==> config.mk <==
export PLATFORM = sky130hd
export DESIGN_NAME = pong_mode_ctl_flat
export DESIGN_NICKNAME = d
export VERILOG_FILES = /design/src/rtl/pong_pkg.sv /design/src/rtl/pong_mode_ctl_if.sv /design/src/rtl/click_latch.sv /design/src/rtl/pong_mode_ctl.sv /design/src/flat_wrapper.sv
export SDC_FILE = /design/constraint.sdc
export NUM_CORES = 1
export LEC_CHECK = 0
export ABC_CLOCK_PERIOD_IN_PS = 3000
export CORE_ASPECT_RATIO = 1.4
export CORE_MARGIN = 5
export CORE_UTILIZATION = 27
export CTS_BUF_LIST = sky130_fd_sc_hd__clkbuf_8
export DETAILED_ROUTE_END_ITERATION = 16
export PLACE_DENSITY = 0.54
export SLEW_MARGIN = 20
export SYNTH_ARGS = -nofsm -noshare
export SYNTH_HDL_FRONTEND = slang
export SYNTH_SLANG_ARGS = --single-unit
==> constraint.sdc <==
create_clock -name clk -period 3 [get_ports clk]
set_clock_uncertainty 0.2 [all_clocks]
set_input_delay 0.6 -clock clk [delete_from_list [all_inputs] [get_ports clk]]
set_output_delay 0.6 -clock clk [all_outputs]
set_load 0.01 [all_outputs]
==> src/rtl/pong_pkg.sv <==
// Shared types and defaults for the PONG game-mode sequencer.
package pong_pkg;

    typedef enum logic [1:0] {
        MODE_MENU  = 2'd0,
        MODE_PLAY  = 2'd1,
        MODE_PAUSE = 2'd2,
        MODE_OVER  = 2'd3
    } mode_e;

    localparam int unsigned COORD_W = 12;
    localparam int unsigned SCORE_W = 4;
    localparam int unsigned FCNT_W  = 8;

    localparam int unsigned START_X0_DEF    = 412;
    localparam int unsigned START_X1_DEF    = 611;
    localparam int unsigned START_Y0_DEF    = 334;
    localparam int unsigned START_Y1_DEF    = 433;
    localparam int unsigned WIN_SCORE       = 9;
    localparam int unsigned OVER_FRAMES_DEF = 180;

    typedef struct packed {
        logic [COORD_W-1:0] x;
        logic [COORD_W-1:0] y;
    } mouse_pos_t;

    // Inclusive range test on a screen coordinate.
    function automatic logic in_range(input logic [COORD_W-1:0] v,
                                      input int unsigned lo,
                                      input int unsigned hi);
        return (32'(v) >= lo) && (32'(v) <= hi);
    endfunction

endpackage

==> src/rtl/pong_mode_ctl_if.sv <==
// Mouse/score/vsync inputs and mode outputs of the PONG mode sequencer.
interface pong_mode_if;
    import pong_pkg::*;

    logic               vsync_in;
    logic               mouse_left;
    logic [COORD_W-1:0] xpos;
    logic [COORD_W-1:0] ypos;
    logic [SCORE_W-1:0] score_l;
    logic [SCORE_W-1:0] score_r;
    mode_e              mode;
    logic               game_run;
    logic               menu_sel;
    logic               score_clr;

    modport master (
        output vsync_in, mouse_left, xpos, ypos, score_l, score_r,
        input  mode, game_run, menu_sel, score_clr
    );

    modport slave (
        input  vsync_in, mouse_left, xpos, ypos, score_l, score_r,
        output mode, game_run, menu_sel, score_clr
    );

endinterface

==> src/rtl/click_latch.sv <==
// Mouse click edge detect plus per-frame click request / START-box hit latches.
module click_latch import pong_pkg::*; #(
    parameter int unsigned X0 = START_X0_DEF,
    parameter int unsigned X1 = START_X1_DEF,
    parameter int unsigned Y0 = START_Y0_DEF,
    parameter int unsigned Y1 = START_Y1_DEF
) (
    input  logic       clk,
    input  logic       rst,
    input  logic       mouse_left,
    input  mouse_pos_t pos,
    input  logic       clear,
    output logic       click_pend,
    output logic       click_hit
);

    logic mouse_q, mouse_d;
    logic pend_q, pend_d;
    logic hit_q, hit_d;
    logic click_c, in_box_c;

    // Clear first so a click coinciding with the frame edge seeds the next frame.
    always_comb begin
        mouse_d  = mouse_left;
        click_c  = mouse_left & ~mouse_q;
        in_box_c = in_range(pos.x, X0, X1) && in_range(pos.y, Y0, Y1);
        pend_d   = pend_q;
        hit_d    = hit_q;
        if (clear) begin
            pend_d = 1'b0;
            hit_d  = 1'b0;
        end
        if (click_c) begin
            pend_d = 1'b1;
            hit_d  = hit_d | in_box_c;
        end
    end

    always_ff @(posedge clk or negedge rst) begin
        if (!rst) begin
            mouse_q <= 1'b0;
            pend_q  <= 1'b0;
            hit_q   <= 1'b0;
        end else begin
            mouse_q <= mouse_d;
            pend_q  <= pend_d;
            hit_q   <= hit_d;
        end
    end

    assign click_pend = pend_q;
    assign click_hit  = hit_q;

endmodule

==> src/rtl/pong_mode_ctl.sv <==
// PONG game-mode sequencer: MENU/PLAY/PAUSE/OVER, switching only on vsync rising edges.
// Optional PAUSE support is enabled by defining PONG_PAUSE_EN.
module pong_mode_ctl import pong_pkg::*; #(
    parameter int unsigned START_X0    = START_X0_DEF,
    parameter int unsigned START_X1    = START_X1_DEF,
    parameter int unsigned START_Y0    = START_Y0_DEF,
    parameter int unsigned START_Y1    = START_Y1_DEF,
    parameter int unsigned WIN_SCORE   = pong_pkg::WIN_SCORE,
    parameter int unsigned OVER_FRAMES = OVER_FRAMES_DEF
) (
    input logic        clk,
    input logic        rst,
    pong_mode_if.slave bus
);

`ifdef PONG_PAUSE_EN
    localparam bit PAUSE_EN = 1'b1;
`else
    localparam bit PAUSE_EN = 1'b0;
`endif

    logic              vsync_q, vsync_d;
    mode_e             mode_q, mode_d;
    logic [FCNT_W-1:0] frame_cnt_q, frame_cnt_d;
    logic              game_run_q, game_run_d;
    logic              menu_sel_q, menu_sel_d;
    logic              score_clr_q, score_clr_d;
    logic              frame_edge_c, score_won_c;
    logic              click_pend, click_hit;
    mouse_pos_t        pos_c;

    assign pos_c        = '{x: bus.xpos, y: bus.ypos};
    assign frame_edge_c = bus.vsync_in & ~vsync_q;
    assign score_won_c  = (bus.score_l >= SCORE_W'(WIN_SCORE)) ||
                          (bus.score_r >= SCORE_W'(WIN_SCORE));

    click_latch #(
        .X0 (START_X0),
        .X1 (START_X1),
        .Y0 (START_Y0),
        .Y1 (START_Y1)
    ) u_click_latch (
        .clk        (clk),
        .rst        (rst),
        .mouse_left (bus.mouse_left),
        .pos        (pos_c),
        .clear      (frame_edge_c),
        .click_pend (click_pend),
        .click_hit  (click_hit)
    );

    // Next mode is only evaluated on a frame edge; outputs decode from the next mode.
    always_comb begin
        vsync_d     = bus.vsync_in;
        mode_d      = mode_q;
        frame_cnt_d = frame_cnt_q;
        score_clr_d = 1'b0;
        if (frame_edge_c) begin
            case (mode_q)
                MODE_MENU: begin
                    if (click_pend && click_hit) begin
                        mode_d      = MODE_PLAY;
                        score_clr_d = 1'b1;
                    end
                end
                MODE_PLAY: begin
                    if (score_won_c) begin
                        mode_d      = MODE_OVER;
                        frame_cnt_d = '0;
                    end else if (PAUSE_EN && click_pend) begin
                        mode_d = MODE_PAUSE;
                    end
                end
                MODE_PAUSE: begin
                    if (click_pend || !PAUSE_EN) mode_d = MODE_PLAY;
                end
                MODE_OVER: begin
                    if (32'(frame_cnt_q) + 32'd1 >= OVER_FRAMES) begin
                        mode_d      = MODE_MENU;
                        frame_cnt_d = '0;
                    end else if (frame_cnt_q != '1) begin
                        frame_cnt_d = frame_cnt_q + FCNT_W'(1);
                    end
                end
                default: mode_d = MODE_MENU;
            endcase
        end
        game_run_d = (mode_d == MODE_PLAY);
        menu_sel_d = (mode_d == MODE_MENU) || (mode_d == MODE_OVER);
    end

    always_ff @(posedge clk or negedge rst) begin
        if (!rst) begin
            vsync_q     <= 1'b0;
            mode_q      <= MODE_MENU;
            frame_cnt_q <= '0;
            game_run_q  <= 1'b0;
            menu_sel_q  <= 1'b1;
            score_clr_q <= 1'b0;
        end else begin
            vsync_q     <= vsync_d;
            mode_q      <= mode_d;
            frame_cnt_q <= frame_cnt_d;
            game_run_q  <= game_run_d;
            menu_sel_q  <= menu_sel_d;
            score_clr_q <= score_clr_d;
        end
    end

    assign bus.mode      = mode_q;
    assign bus.game_run  = game_run_q;
    assign bus.menu_sel  = menu_sel_q;
    assign bus.score_clr = score_clr_q;

endmodule

==> src/flat_wrapper.sv <==
// flat-port wrapper written by rule: the top's interface ports become plain ports
module pong_mode_ctl_flat import pong_pkg::*;
#(
    parameter int unsigned START_X0    = START_X0_DEF,
    parameter int unsigned START_X1    = START_X1_DEF,
    parameter int unsigned START_Y0    = START_Y0_DEF,
    parameter int unsigned START_Y1    = START_Y1_DEF,
    parameter int unsigned WIN_SCORE   = pong_pkg::WIN_SCORE,
    parameter int unsigned OVER_FRAMES = OVER_FRAMES_DEF
)
  (clk, rst, bus_vsync_in, bus_mouse_left, bus_xpos, bus_ypos, bus_score_l, bus_score_r, bus_mode, bus_game_run, bus_menu_sel, bus_score_clr);
  pong_mode_if bus_i ();
  input logic clk;
  input logic rst;
  input wire logic [$bits(bus_i.vsync_in)-1:0] bus_vsync_in;
  input wire logic [$bits(bus_i.mouse_left)-1:0] bus_mouse_left;
  input wire logic [$bits(bus_i.xpos)-1:0] bus_xpos;
  input wire logic [$bits(bus_i.ypos)-1:0] bus_ypos;
  input wire logic [$bits(bus_i.score_l)-1:0] bus_score_l;
  input wire logic [$bits(bus_i.score_r)-1:0] bus_score_r;
  output wire logic [$bits(bus_i.mode)-1:0] bus_mode;
  output wire logic [$bits(bus_i.game_run)-1:0] bus_game_run;
  output wire logic [$bits(bus_i.menu_sel)-1:0] bus_menu_sel;
  output wire logic [$bits(bus_i.score_clr)-1:0] bus_score_clr;
  assign bus_i.vsync_in = bus_vsync_in;
  assign bus_i.mouse_left = bus_mouse_left;
  assign bus_i.xpos = bus_xpos;
  assign bus_i.ypos = bus_ypos;
  assign bus_i.score_l = bus_score_l;
  assign bus_i.score_r = bus_score_r;
  assign bus_mode = bus_i.mode;
  assign bus_game_run = bus_i.game_run;
  assign bus_menu_sel = bus_i.menu_sel;
  assign bus_score_clr = bus_i.score_clr;
  pong_mode_ctl #(.START_X0(START_X0), .START_X1(START_X1), .START_Y0(START_Y0), .START_Y1(START_Y1), .WIN_SCORE(WIN_SCORE), .OVER_FRAMES(OVER_FRAMES)) u_core (.clk(clk), .rst(rst), .bus(bus_i));
endmodule
==> results of run 1 <==
-- worst max-delay path by stage --
stage / from / to / slack, ns
after CTS: u_core.frame_cnt_q[0] / u_core.bus.menu_sel / 0.33
final: u_core.frame_cnt_q[0] / u_core.bus.menu_sel / 0.33
after detailed placement: u_core.frame_cnt_q[0] / u_core.bus.menu_sel / 0.33
after global placement: u_core.frame_cnt_q[0] / u_core.bus.menu_sel / 0.42
after global routing: u_core.frame_cnt_q[0] / u_core.bus.menu_sel / 0.12
after floorplan: u_core.frame_cnt_q[0] / u_core.bus.menu_sel / 0.55
-- final cells by class --
cell class              instances  area [um2]
clock inverters                 1        3.75
inverters                       6        22.5
fillers                       411        2400
flip-flops and latches         17         427
repair buffers                 38         378
clock buffers                   3        41.3
well taps                      43        53.8
multi-input cells              92         624
-- layout by cell type, fill, tap and decap left out, drive strengths merged, types with 2 or more instances in the layout --
cell type      netlist  final
or3                  2      2
o211ai               3      3
inv                  6      7
clkdlybuf4s50        0     37
nor3                 3      3
nand4                5      5
o32a                 2      2
o21ai                6      6
clkbuf               3      3
o22ai                2      2
a21oi                5      5
nand2b               3      3
nor2                 3      3
dfrtp               16     16
ha                   3      3
nor4                 4      4
nand2               18     18
o31ai                2      2
nand3b               2      2
nand3                6      6
a311oi               3      3
-- cell families after synthesis --
kind of cell / count (synthesis)
AO/OA/AOI/OAI: 35
adder cells (fa/ha/maj): 3
buffers and inverters: 12
flip-flops: 17
multiplexers: 1
AND/OR/NAND/NOR: 53
-- routing by layer --
metal	wire [um]	up-vias	GRT usage (%)
met5	0	-	0
met4	25	0	2.84
met3	269	4	4.46
met2	1540	42	20.5
met1	1190	533	13.1
li1	-	541	-
-- worst max-delay path: stages (launching register included) --
cell,delay (ns)
dfrtp_1,0.48
ha_1,0.35
nand2b_1,0.18
nor4_1,0.46
a211oi_1,0.08
and2_1,0.20
o32a_1,0.34
ha_1,0.28
-- power breakdown --
part | internal (mW) | switching (mW)
clock network | 0.0909 | 0.0810
registers | 0.307 | 0.133
logic | 0.246 | 0.244
total | 0.644 | 0.458
==> load_flow_metrics.sql, run 1 <==
INSERT INTO impl_metrics (metric_group, metric, value, unit) VALUES
('status', 'outcome', 'complete, no violations', ''),
('pwr', 'ir_worst_vdd', '0.258', 'mV'),
('die', 'floorplan.initialDensity', '27.9', '%'),
('synthesis', 'post_synth_fa_ha_maj_area_fraction', '3.41', '%'),
('pwr', 'standby_leakage_power', '0.604', 'nW'),
('timing', 'hold_ws', '0.283', 'ns'),
('critical_path', 'worst_ep_required_time', '2.98', 'ns'),
('die', 'count_of_pins_on_the_block_boundary', '41', ''),
('synthesis', 'yosysWarningCount', '0', ''),
('synthesis', 'synthesis.instances', '121', ''),
('clocking', 'cts_resized', '0', ''),
('timing', 'fmaxAchievable', '375', 'MHz'),
('global_routing', 'gr-usage-all-layers', '11.7', '%'),
('drt', 'antenna_violating_nets_post_route', '0', ''),
('die', 'area_of_the_core_region', '3950', 'um2'),
('clocking', 'clkTransAtPathRegs', '0.07', 'ns'),
('timing', 'slew_viol_final', '0', ''),
('timing', 'setup_viol', '0', ''),
('timing', 'worst_slew_pin_slew', '0.807', 'ns'),
('die', 'die_h', '85.6', 'um'),
('synthesis', 'post_synth_design_cell_area', '1100', 'um2'),
('die', 'chip_width', '64.0', 'um'),
('synthesis', 'distinct_cell_type_count_of_the_synthesized_netlist', '46', ''),
('clocking', 'clock_tree_from_tritoncts', 'done', ''),
('synthesis', 'postSynth.topFlopCell', 'dfrtp_1', ''),
('synthesis', 'synth.top_cells.by_area', 'dfrtp_1 36%, nand2_1 5.8%, ha_1 3.4%', ''),
('synthesis', 'dominant_combinational_cell_family_by_area_after_synthesis', 'simple AND/OR/NAND/NOR gates', ''),
('cells_and_area', 'registers.top_by_ff_count', 'u_core.frame_cnt_q', ''),
('timing', 'setup_repair_after_global_routing_missed_its_margin', 'no', ''),
('global_routing', 'grt_first_pass_wirelength', '5220', 'um'),
('cells_and_area', 'final_layout_size_suffix_gt1_share', '7.64', '%'),
('drt', 'drt_pre_antenna_iters', '4', ''),
('drt', 'post_drt_wl_per_cell', '15.1', 'um'),
('drt', 'vias_per_cell', '5.60', ''),
('cells_and_area', 'final_design_area_no_fill', '1550', 'um2'),
('synthesis', 'synth_area_per_cell', '9.10', 'um2'),
('synthesis', 'muxShareOfSynthArea', '1.02', '%'),
('place', 'detailedPlacementHpwl', '2400', 'um'),
('critical_path', 'worstPathMaxFanout', '9', ''),
('synthesis', 'fraction_of_the_yosys_area_taken_by_sequential_cells', '38.8', '%'),
('place', 'placed_cells_incl_taps', '196', ''),
('timing', 'min_period_over_period', '88.9', '%'),
('critical_path', 'worstSetupEndpointType', 'flop', ''),
('critical_path', 'reg2reg_from', 'u_core.frame_cnt_q[0]', ''),
('cells_and_area', 'num-nets-final', '197', ''),
('cells_and_area', 'post_layout_nonfiller_instances', '200', ''),
('timing', 'post-route-worst-setup-slack', '0.332', 'ns'),
('pwr', 'final_total_power', '1.10', 'mW'),
('critical_path', 'worst_r2r_endpoint', 'u_core.bus.menu_sel', ''),
('drt', 'drt-initial-drc-count', '53', ''),
('critical_path', 'timing.critical_path.from_type', 'flop', ''),
('cells_and_area', 'diodes', '0', ''),
('critical_path', 'critical_path_arrival', '2.65', 'ns'),
('timing', 'layout_min_cycle_time', '2.67', 'ns'),
('synthesis', 'synth_common_cells', '17 x nand2_1, 16 x dfrtp_1, 6 x inv_1, 6 x nand3_1, 5 x a21oi_1', ''),
('synthesis', 'postSynth.asyncResetShare', '100', '%'),
('global_routing', 'first_global_vias', '1140', ''),
('synthesis', 'yosys.cell_count.top_type', 'nand2_1', ''),
('global_routing', 'globalRoute.totalOverflow', '0', ''),
('clocking', 'cts_made_buffers', '3', ''),
('place', 'dpl_worst_slack', '0.334', 'ns'),
('die', 'die_area', '5470', 'um2'),
('pwr', 'power-per-cell-area', '711', 'nW/um2'),
('cells_and_area', 'area.growth.synth_to_final', '40.8', '%'),
('clocking', 'clock_tree.root_cell', 'clkbuf_8', ''),
('clocking', 'cts.repair_timing.setup_buffer_count', '0', ''),
('place', 'finalWeightedCongestion', '0.812', ''),
('drt', 'drt_drc_violations_left', '0', ''),
('synthesis', 'synth_compound_area_share', '25.5', '%'),
('synthesis', 'yosys.area_share.simple', '26.8', '%'),
('synthesis', 'postSynthRegisterBits', '17', '');
Note: power is estimated with default switching activity, not from simulation.
==> inputs of run 2 (changes only) <==
--- a/config.mk
+++ b/config.mk
@@ -9,7 +9,6 @@
 export CORE_ASPECT_RATIO = 1.4
 export CORE_MARGIN = 5
 export CORE_UTILIZATION = 27
-export CTS_BUF_LIST = sky130_fd_sc_hd__clkbuf_8
 export DETAILED_ROUTE_END_ITERATION = 16
 export PLACE_DENSITY = 0.54
 export SLEW_MARGIN = 20
==> load_flow_metrics.sql, run 2 (synthesized netlist as in run 1, its figures left out) <==
INSERT INTO impl_metrics (metric_group, metric, value, unit) VALUES
('timing', 'setup_viol', '0', ''),
('timing', 'post-route-worst-setup-slack', '0.332', 'ns'),
('pwr', 'pwr-share-seq', '39.8', '%'),
('die', 'count_of_pins_on_the_block_boundary', '41', ''),
('place', 'finalWeightedCongestion', '0.812', ''),
('critical_path', 'critPathKind', 'flop to flop', ''),
('timing', 'slew_viol_final', '0', ''),
('drt', 'antenna_violating_nets_post_route', '0', ''),
('global_routing', 'grt_first_pass_wirelength', '5220', 'um'),
('clocking', 'clkTransAtPathRegs', '0.07', 'ns'),
('die', 'area_of_the_core_region', '3950', 'um2'),
('pwr', 'switching_share', '41.6', '%'),
('critical_path', 'critical_path_arrival', '2.65', 'ns'),
('place', 'buffer_ports.inserted', '37', ''),
('place', 'dpl_worst_slack', '0.334', 'ns'),
('drt', 'drt_pre_antenna_iters', '4', ''),
('cells_and_area', 'n_fill_cell', '411', ''),
('clocking', 'worstSkewPairLatency', '0.25', 'ns'),
('critical_path', 'worstSetupEndpointType', 'flop', ''),
('critical_path', 'timing.critical_path.from_type', 'flop', ''),
('cells_and_area', 'area.growth.synth_to_final', '40.8', '%'),
('pwr', 'p_clk_share', '15.9', '%'),
('cells_and_area', 'mostFrequentLayoutCells', '37 x clkdlybuf4s50_1, 17 x nand2_1, 16 x dfrtp_1, 6 x inv_1, 6 x nand3_1', ''),
('hold_path', 'timing.hold.worst.class', 'flop to flop', ''),
('global_routing', 'grt_start_max_net_pins', '18', ''),
('hold_path', 'timing.hold.worst_path_depth', '2', ''),
('cells_and_area', 'finish.utilization', '39.2', '%'),
('die', 'chip_width', '64.0', 'um'),
('drt', 'vias_per_cell', '5.59', ''),
('critical_path', 'reg2reg_slack', '0.33', 'ns'),
('status', 'outcome', 'complete, no violations', ''),
('critical_path', 'reg2regPathDepth', '7', ''),
('pwr', 'p_int', '0.647', 'mW'),
('die', 'die_area', '5470', 'um2'),
('die', 'rows', '27', ''),
('timing', 'worst_slew_pin_slew', '0.807', 'ns'),
('die', 'die_h', '85.6', 'um'),
('pwr', 'power-per-cell-area', '715', 'nW/um2'),
('pwr', 'final_total_power', '1.11', 'mW'),
('timing', 'slew_headroom', '46.0', '%'),
('global_routing', 'gr-usage-all-layers', '11.7', '%'),
('clocking', 'clock_tree_from_tritoncts', 'done', ''),
('critical_path', 'reg2reg_from', 'u_core.frame_cnt_q[0]', ''),
('clocking', 'cts_made_buffers', '3', ''),
('drt', 'post_drt_wl_per_cell', '15.1', 'um'),
('global_routing', 'globalRoute.totalOverflow', '0', ''),
('global_routing', 'antenna_found_initial', '0', ''),
('pwr', 'combinationalPowerShare', '44.4', '%'),
('critical_path', 'worst_r2r_endpoint', 'u_core.bus.menu_sel', ''),
('timing', 'hold_ws', '0.283', 'ns'),
('cells_and_area', 'final_layout_size_suffix_gt1_share', '7.64', '%'),
('clocking', 'cts_resized', '0', ''),
('timing', 'fmaxAchievable', '375', 'MHz'),
('pwr', 'ir_worst_vdd', '0.258', 'mV'),
('clocking', 'cts.repair_timing.setup_buffer_count', '0', ''),
('drt', 'vias', '1118', ''),
('clocking', 'ctsHoldBuffers', '0', ''),
('cells_and_area', 'largest_register_ff_count', '8', ''),
('clocking', 'clock_sink_count', '17', ''),
('clocking', 'clock_tree.root_cell', 'clkbuf_8', ''),
('drt', 'drt-initial-drc-count', '54', ''),
('drt', 'routed_wirelength', '3020', 'um'),
('cells_and_area', 'layout.cells.most_common', 'clkdlybuf4s50_1', ''),
('timing', 'final-hold-violation-count', '0', ''),
('timing', 'layout_min_cycle_time', '2.67', 'ns'),
('global_routing', 'first_global_vias', '1140', ''),
('timing', 'min_period_over_period', '88.9', '%'),
('critical_path', 'worstPathMaxFanout', '9', ''),
('hold_path', 'hold-path-endpoint', 'u_core.u_click_latch.click_hit', ''),
('cells_and_area', 'registers.top_by_ff_count', 'u_core.frame_cnt_q', ''),
('pwr', 'power.switching', '0.460', 'mW'),
('clocking', 'cts.htree.levels', '1', ''),
('timing', 'setup_tns', '0', 'ns'),
('cells_and_area', 'diodes', '0', ''),
('job', 'maxCapViolations', '0', ''),
('hold_path', 'worst_hold_startpoint', 'u_core.u_click_latch.click_hit', ''),
('timing', 'setup_repair_after_global_routing_missed_its_margin', 'no', ''),
('cells_and_area', 'num-nets-final', '197', ''),
('clocking', 'clockBufferDepth', '2', ''),
('place', 'detailedPlacementHpwl', '2400', 'um'),
('critical_path', 'worst_ep_required_time', '2.98', 'ns'),
('die', 'floorplan.initialDensity', '27.9', '%'),
('pwr', 'standby_leakage_power', '0.600', 'nW'),
('drt', 'drt_drc_violations_left', '0', '');
-- run 2: changes by cell type in the layout (fill, tap and decap cells not counted), sizes merged --
cell    previous run  this run
clkbuf             3         4
inv                7         6
-- run 2: worst max path at each step --
stage	startpoint	endpoint	slack, ns
2_1_floorplan	u_core.frame_cnt_q[0]	u_core.bus.menu_sel	0.55
3_3_place_gp	u_core.frame_cnt_q[0]	u_core.bus.menu_sel	0.42
3_5_place_dp	u_core.frame_cnt_q[0]	u_core.bus.menu_sel	0.33
4_1_cts	u_core.frame_cnt_q[0]	u_core.bus.menu_sel	0.33
5_1_grt	u_core.frame_cnt_q[0]	u_core.bus.menu_sel	0.12
6_report	u_core.frame_cnt_q[0]	u_core.bus.menu_sel	0.33
-- run 2: routing by layer --
metal	track usage [%]	vias to the layer above	routed length, um
met1	13.1	536	1200
li1	-	541	-
met3	4.46	4	251
met4	2.84	0	25
met2	20.5	37	1550
met5	0	-	0
-- run 2: power by group through the flow --
stage	clock network (mW)	registers [mW]	logic, mW
global placement	0	0.436	0.484
CTS	0.181	0.437	0.497
detailed placement	0	0.441	0.495
global route	0.193	0.460	0.552
floorplan	0	0.389	0.376
finish	0.176	0.440	0.492
-- run 2: through the flow --
stage,instance area [um2],std cells
floorplan,1100,121
global route,1550,200
CTS,1550,200
detailed placement,1510,196
finish,1550,200
global placement,1510,196
-- run 2: area by class of cell --
class | instances | area [um2] | share of cell area (%)
inverter | 6 | 22.5 | 1.45
clock buffer | 4 | 45.0 | 2.91
multi-input combinational | 92 | 624 | 40.3
timing repair buffer | 38 | 378 | 24.4
tap | 43 | 53.8 | 3.47
sequential | 17 | 427 | 27.5
-- run 2: critical path, stage by stage (launching register included) --
cell and delay [ns]:
dfrtp_1 0.48, ha_1 0.35, nand2b_1 0.18, nor4_1 0.46, a211oi_1 0.08, and2_1 0.20
o32a_1 0.34, ha_1 0.28
